`config.mk`:
```
export PLATFORM = sky130hd
export DESIGN_NAME = mem_req_ctrl
export DESIGN_NICKNAME = d
export VERILOG_FILES = /design/src/rtl/mem_req_ctrl.sv
export SDC_FILE = /design/constraint.sdc
export NUM_CORES = 1
export LEC_CHECK = 0
export ABC_CLOCK_PERIOD_IN_PS = 2180
export BUFFER_PORTS_ARGS = -buffer_cell sky130_fd_sc_hd__buf_2
export CAP_MARGIN = 0
export CORE_ASPECT_RATIO = 1.1
export CORE_MARGIN = 2
export CORE_UTILIZATION = 30
export CTS_BUF_LIST = sky130_fd_sc_hd__clkbuf_2
export CTS_CLUSTER_DIAMETER = 80
export DETAILED_ROUTE_END_ITERATION = 8
export GPL_TIMING_DRIVEN = 0
export PLACE_DENSITY = 0.43
export SLEW_MARGIN = 20
export SYNTH_ARGS = -nofsm -noshare
export SYNTH_HDL_FRONTEND = slang
export SYNTH_SLANG_ARGS = --single-unit
```
`constraint.sdc`:
```
create_clock -name clk -period 2.18 [get_ports clk]
set_input_delay 0.218 -clock clk [delete_from_list [all_inputs] [get_ports clk]]
set_output_delay 0.218 -clock clk [all_outputs]
set_load 0.01 [all_outputs]
```
`src/rtl/mem_req_ctrl.sv`:
```
// mem_req_ctrl: command FIFO feeding a single-outstanding ack-handshake
// memory master. One response per command (read data, or error on timeout).
// Optional feature: define MEM_REQ_CTRL_TIMEOUT_EN to abort a transaction
// after TIMEOUT sampled edges without ack; otherwise REQ waits indefinitely.
`timescale 1ns/1ps
module mem_req_ctrl #(
  parameter int ADDR_W     = 5,
  parameter int DATA_W     = 8,
  parameter int FIFO_DEPTH = 4,
  parameter int TIMEOUT    = 20
) (
  input  logic              clk,
  input  logic              rst_n,
  input  logic              cmd_valid,
  output logic              cmd_ready,
  input  logic              cmd_write,
  input  logic [ADDR_W-1:0] cmd_addr,
  input  logic [DATA_W-1:0] cmd_wdata,
  output logic              rsp_valid,
  output logic              rsp_write,
  output logic [DATA_W-1:0] rsp_rdata,
  output logic              rsp_err,
  output logic              busy,
  output logic              read,
  output logic              write,
  output logic [ADDR_W-1:0] addr,
  output logic [DATA_W-1:0] data_i,
  input  logic [DATA_W-1:0] data_o,
  input  logic              ack
);

  localparam int PTR_W = (FIFO_DEPTH > 1) ? $clog2(FIFO_DEPTH) : 1;
  localparam int CNT_W = PTR_W + 1;
  localparam logic [PTR_W-1:0] PTR_ONE  = PTR_W'(1);
  localparam logic [CNT_W-1:0] CNT_ONE  = CNT_W'(1);
  localparam logic [CNT_W-1:0] CNT_FULL = CNT_W'(FIFO_DEPTH);

  localparam bit CFG_OK = (FIFO_DEPTH >= 2) &&
                          ((FIFO_DEPTH & (FIFO_DEPTH - 1)) == 0) &&
                          (TIMEOUT >= 1) && (TIMEOUT <= 255);

  generate
    if (!CFG_OK) begin : g_bad_cfg
      $error("mem_req_ctrl: FIFO_DEPTH must be a power of 2 >= 2, TIMEOUT in 1..255");
    end
  endgenerate

  localparam logic [0:0] ST_IDLE = 1'b0;
  localparam logic [0:0] ST_REQ  = 1'b1;

  logic [ADDR_W-1:0] fifo_addr  [FIFO_DEPTH];
  logic [DATA_W-1:0] fifo_data  [FIFO_DEPTH];
  logic              fifo_write [FIFO_DEPTH];

  logic [PTR_W-1:0] wr_ptr;
  logic [PTR_W-1:0] rd_ptr;
  logic [CNT_W-1:0] count;
  logic [0:0]       state;
  logic             cur_write;
  logic             full;
  logic             empty;
  logic             push;
  logic             pop;

  assign full      = (count == CNT_FULL);
  assign empty     = (count == '0);
  assign cmd_ready = !full;
  assign push      = cmd_valid && !full;
  assign pop       = (state == ST_IDLE) && !empty;
  assign busy      = !empty || (state != ST_IDLE);

  // FIFO storage; read data is zeroed at entry so data_i never shows stale write data for reads
  always_ff @(posedge clk) begin
    if (push) begin
      fifo_addr[wr_ptr]  <= cmd_addr;
      fifo_data[wr_ptr]  <= cmd_write ? cmd_wdata : '0;
      fifo_write[wr_ptr] <= cmd_write;
    end
  end

  // FIFO pointers and occupancy; simultaneous push and pop leave count unchanged
  always_ff @(posedge clk or negedge rst_n) begin
    if (!rst_n) begin
      wr_ptr <= '0;
      rd_ptr <= '0;
      count  <= '0;
    end else begin
      if (push) wr_ptr <= wr_ptr + PTR_ONE;
      if (pop)  rd_ptr <= rd_ptr + PTR_ONE;
      if (push && !pop)      count <= count + CNT_ONE;
      else if (!push && pop) count <= count - CNT_ONE;
    end
  end

`ifdef MEM_REQ_CTRL_TIMEOUT_EN
  localparam logic [7:0] WAIT_LAST = 8'(TIMEOUT - 1);
  logic [7:0] wait_cnt;
`else
  assign rsp_err = 1'b0;
`endif

  // Transaction FSM: issue one strobe, hold until ack (or timeout), emit response
  always_ff @(posedge clk or negedge rst_n) begin
    if (!rst_n) begin
      state     <= ST_IDLE;
      read      <= 1'b0;
      write     <= 1'b0;
      addr      <= '0;
      data_i    <= '0;
      cur_write <= 1'b0;
      rsp_valid <= 1'b0;
      rsp_write <= 1'b0;
      rsp_rdata <= '0;
`ifdef MEM_REQ_CTRL_TIMEOUT_EN
      rsp_err   <= 1'b0;
      wait_cnt  <= '0;
`endif
    end else begin
      rsp_valid <= 1'b0;
      case (state)
        ST_IDLE: begin
          if (!empty) begin
            addr      <= fifo_addr[rd_ptr];
            data_i    <= fifo_data[rd_ptr];
            write     <= fifo_write[rd_ptr];
            read      <= !fifo_write[rd_ptr];
            cur_write <= fifo_write[rd_ptr];
            state     <= ST_REQ;
`ifdef MEM_REQ_CTRL_TIMEOUT_EN
            wait_cnt  <= '0;
`endif
          end
        end
        default: begin
          if (ack) begin
            read      <= 1'b0;
            write     <= 1'b0;
            rsp_valid <= 1'b1;
            rsp_write <= cur_write;
            rsp_rdata <= cur_write ? '0 : data_o;
`ifdef MEM_REQ_CTRL_TIMEOUT_EN
            rsp_err   <= 1'b0;
`endif
            state     <= ST_IDLE;
          end
`ifdef MEM_REQ_CTRL_TIMEOUT_EN
          // Counter holds edges already waited, so the TIMEOUT-th ack-less edge aborts
          else if (wait_cnt == WAIT_LAST) begin
            read      <= 1'b0;
            write     <= 1'b0;
            rsp_valid <= 1'b1;
            rsp_write <= cur_write;
            rsp_rdata <= '0;
            rsp_err   <= 1'b1;
            state     <= ST_IDLE;
          end else begin
            wait_cnt  <= wait_cnt + 8'd1;
          end
`endif
        end
      endcase
    end
  end

endmodule

```
==> out/results.txt <==
The flow ran to the end, and the final reports show no timing, DRC or antenna violations. The internal portion of the total power is 3.88 mW. The total number of yosys warnings came out at 0. Counting every sink on the clock net gives 90. Summed over all nets, the switching power comes to 1.73 mW.

The run gives 1.79 nW as the leakage power of the design. STA classifies the critical path endpoint as a flop. Setup total negative slack on the finished layout was measured at 0 ns.

Between clock sinks in the finished design, the worst skew comes to 0.0280 ns. The total DRC errors in the routed layout was 0; the remaining global-route overflow was 0. The startpoint type of the worst setup path was a flop.

The average size of a mapped cell is 18.3 um^2, and the final count of pins violating max slew is 0. The effective utilization at floorplan is 0.310, and the layout overhead on the synthesized area is 24.4%. At the worst endpoint, the required time is 2.65 ns.

The final clock period utilization by the worst path works out to 0.937. The run gives 1 as the initial antenna violation count. Sequential-to-total area share from yosys stat: 0.704. The H-tree generated during clock tree synthesis spans 3 levels. The tools report the instance count after placement with tap cells included as 399. The part of the power in the clock network came out at 0.194. After floorplanning, the core was sized to cover 11600 um^2. Counting every instance in the synthesized netlist gives 197.

TritonCTS built the clock tree. The smallest clock period supported by the final layout is computed as 2.04 ns. The detailed router finished its first iteration with 75 violations.

Detailed routing inserted a total of 1918 vias. The number of nets in the synthesized netlist is 229. The fraction of layout instances using a drive strength above 1 was 0.370; the clock latency of the later-clocked register in the worst-skew pair was 0.53 ns.

The via density per instance came out at 4.33. The sum of routed wire length over all layers is 6.91 mm. The non-filler instance count after layout came out at 443. Remaining antenna violation count: 0. The clock passes through at most 2 buffers. The number of global-route vias before repair was 1980; the largest vdd supply drop was 0.332 mV. The floorplan step set the die width to 108 um. Power spread over the standard cell area amounts to 1250 nW/um^2.

From bottom edge to top edge, the die measures 119 um. Clock-pin slew was measured on the worst setup and hold paths at 0.26 ns. The run gives 0.391 as the relative slew slack.

The logs give 319 for the total number of nets in the final design and 0.0643 ns for the worst hold margin. The synthesized design contains 90 register bits. The setup path with the least slack is of type reg -> reg.

Relative contribution of sequential cells to total power: 0.464. The first global-routing pass estimated 10.8 mm of wire. Data on the critical path arrives at its endpoint at 2.51 ns. The run gives 0.115 as the global-route total usage across every layer. Entering global routing, the biggest net connects 35 pins.

The routed wirelength normalized by instance count came out at 15.6 um. The run gives 12900 um^2 as the die outline area. Derived from the worst setup path, the maximum achievable clock frequency is 0.489 GHz.

For this run, the detailed router's first-pass iteration total came to 4. In this run the cell area of the synthesized design comes to 3600 um^2. The logs give 0 for the final hold violation count and 0.343 for the share of power burned in combinational logic. For the max-capacitance violation count, the log shows 0. The tools report the clock root buffer master as clkbuf_2. For the pin with the worst max-slew slack, the measured transition is 0.914 ns. The number of I/O port buffers was 52.

The run gives 54 as the total I/O pin count. The logs give 41 for the cell row count and 4.18 mm for the total half-perimeter wirelength after legalization and detailed placement. Setup repair after global routing left no endpoint under its margin.

The switching part of the total power was 0.308. In this run, CTS created clock tree buffers numbering 9. The path class of the tightest hold or removal check is in -> reg. The number of different library cells in the post-synthesis netlist was 30; the worst-path maximum fanout was 5. The last weighted congestion value of the routability-driven placer is 0.659. After layout, the design draws a total of 5.61 mW. Setup violations remaining at the end of the flow were counted as 0.
-- metrics by stage --
step	utilization	worst slack [ns]	area, um^2
global placement	0.349	-0.0470	4050
global route	0.386	0.00312	4470
finish	0.386	0.137	4470
CTS	0.384	0.0784	4460
detailed placement	0.349	-0.0469	4050
floorplan	-	0.222	3600
-- worst max-delay path: stages, from the launching register on --
cell and delay (ns):
dfrtp_2 0.49, nor3_4 0.24, nor2_2 0.11, inv_2 0.12
ha_1 0.19, inv_1 0.06, fa_1 0.37, xor2_1 0.15
nor2_1 0.11, xor2_1 0.15
-- cells in the mapped netlist --
| cell type | instances | area, um^2 |
|---|---|---|
| edfxtp_1 | 56 | 1680 |
| a31o_1 | 1 | 8.76 |
| mux4_1 | 5 | 131 |
| conb_1 | 1 | 3.75 |
| buf_1 | 1 | 3.75 |
| buf_6 | 1 | 11.3 |
| a21boi_2 | 1 | 11.3 |
| nor3b_1 | 2 | 15.0 |
| xor2_1 | 3 | 26.3 |
| buf_4 | 2 | 15.0 |
| a21o_1 | 1 | 7.51 |
| mux4_2 | 9 | 203 |
| nor3_4 | 1 | 16.3 |
| buf_12 | 1 | 20.0 |
| ha_1 | 5 | 62.6 |
| dfrtp_1 | 34 | 851 |
| and2_1 | 13 | 81.3 |
| nor2_2 | 1 | 6.26 |
| mux2_4 | 8 | 120 |
| nor2_1 | 2 | 7.51 |
| o211ai_1 | 1 | 7.51 |
| fa_1 | 1 | 20.0 |
| xnor2_1 | 3 | 26.3 |
| clkbuf_1 | 2 | 7.51 |
| mux2_2 | 8 | 90.1 |
| nand2_1 | 10 | 37.5 |
| nand2b_1 | 9 | 56.3 |
| o21ai_0 | 9 | 45.0 |
| buf_2 | 1 | 5.00 |
| inv_1 | 5 | 18.8 |
-- cell usage in the layout (no fill, tap or decap), drive strengths merged, types with 2 or more instances in the layout --
| cell type | instances |
|---|---|
| inv | 6 |
| buf | 62 |
| xnor2 | 3 |
| mux4 | 14 |
| dlygate4sd3 | 23 |
| and2 | 13 |
| bufinv | 3 |
| nor2 | 3 |
| edfxtp | 56 |
| clkbuf | 12 |
| dfrtp | 34 |
| nand2 | 10 |
| nor3b | 2 |
| xor2 | 3 |
| nand2b | 9 |
| o21ai | 9 |
| mux2 | 16 |
| clkinvlp | 2 |
| ha | 5 |
-- per-layer routing --
metal	GRT usage	routed length (um)
met4	0.0625	139
met5	0	0
met1	0.151	3270
met2	0.177	3220
met3	0.0235	281
-- layout make-up --
type / instances / area [um^2]
flip-flops and latches: 90 / 2530
clock buffers: 10 / 50.0
diodes: 1 / 2.50
repair buffers: 79 / 520
plain buffers: 8 / 62.6
well taps: 150 / 188
clock inverters: 6 / 114
multi-input cells: 94 / 983
inverters: 5 / 18.8
fillers: 1136 / 7120
-- state kept, by name, summed over array words and instances, names as in the netlist --
signal and flops:
fifo_data 32, fifo_addr 20, data_i 8, rsp_rdata 8, addr 5, fifo_write 4
count 3, rd_ptr 2, wr_ptr 2, cur_write 1, read 1, rsp_valid 1
rsp_write 1, state 1, write 1
-- power groups by stage --
stage | combinational (mW) | clock [mW] | sequential (mW)
after floorplan | 1.22 | 0 | 2.70
after global placement | 1.87 | 0 | 2.64
after detailed placement | 1.88 | 0 | 2.66
after CTS | 1.95 | 1.13 | 2.62
after global routing | 2.14 | 1.20 | 2.66
final | 1.92 | 1.08 | 2.60
-- what timing repair did --
item,4_1_cts,5_1_grt
pin swaps,1,1
buffers inserted,2,2
gates resized for setup,3,0
setup endpoints to repair,2,1
hold buffers,23,0
hold endpoints to repair,92,0
-- final timing paths --
path,from,end,slack (ns),cells past startpoint
hold / removal,cmd_wdata[0],fifo_data[1][0],0.06,2
min in group asynchronous,rst_n,rsp_rdata[4],0.27,2
setup reg to reg,count[1],count[2],0.14,9
max in group asynchronous,rst_n,count[1],1.34,2
hold reg to reg,rsp_rdata[0],rsp_rdata[0],0.52,2
setup / recovery,count[1],count[2],0.14,9
-- logic make-up after synthesis --
logic type / after synthesis / share of synthesized area
AND/OR/NAND/NOR: 38 / 0.0612
buffers and inverters: 13 / 0.0226
AO/OA/AOI/OAI: 13 / 0.0223
other: 1 / 0.00104
multiplexers: 30 / 0.151
flip-flops: 90 / 0.704
adder cells (fa/ha/maj): 6 / 0.0230
XOR/XNOR: 6 / 0.0146
(Power assumes the default switching activity.)
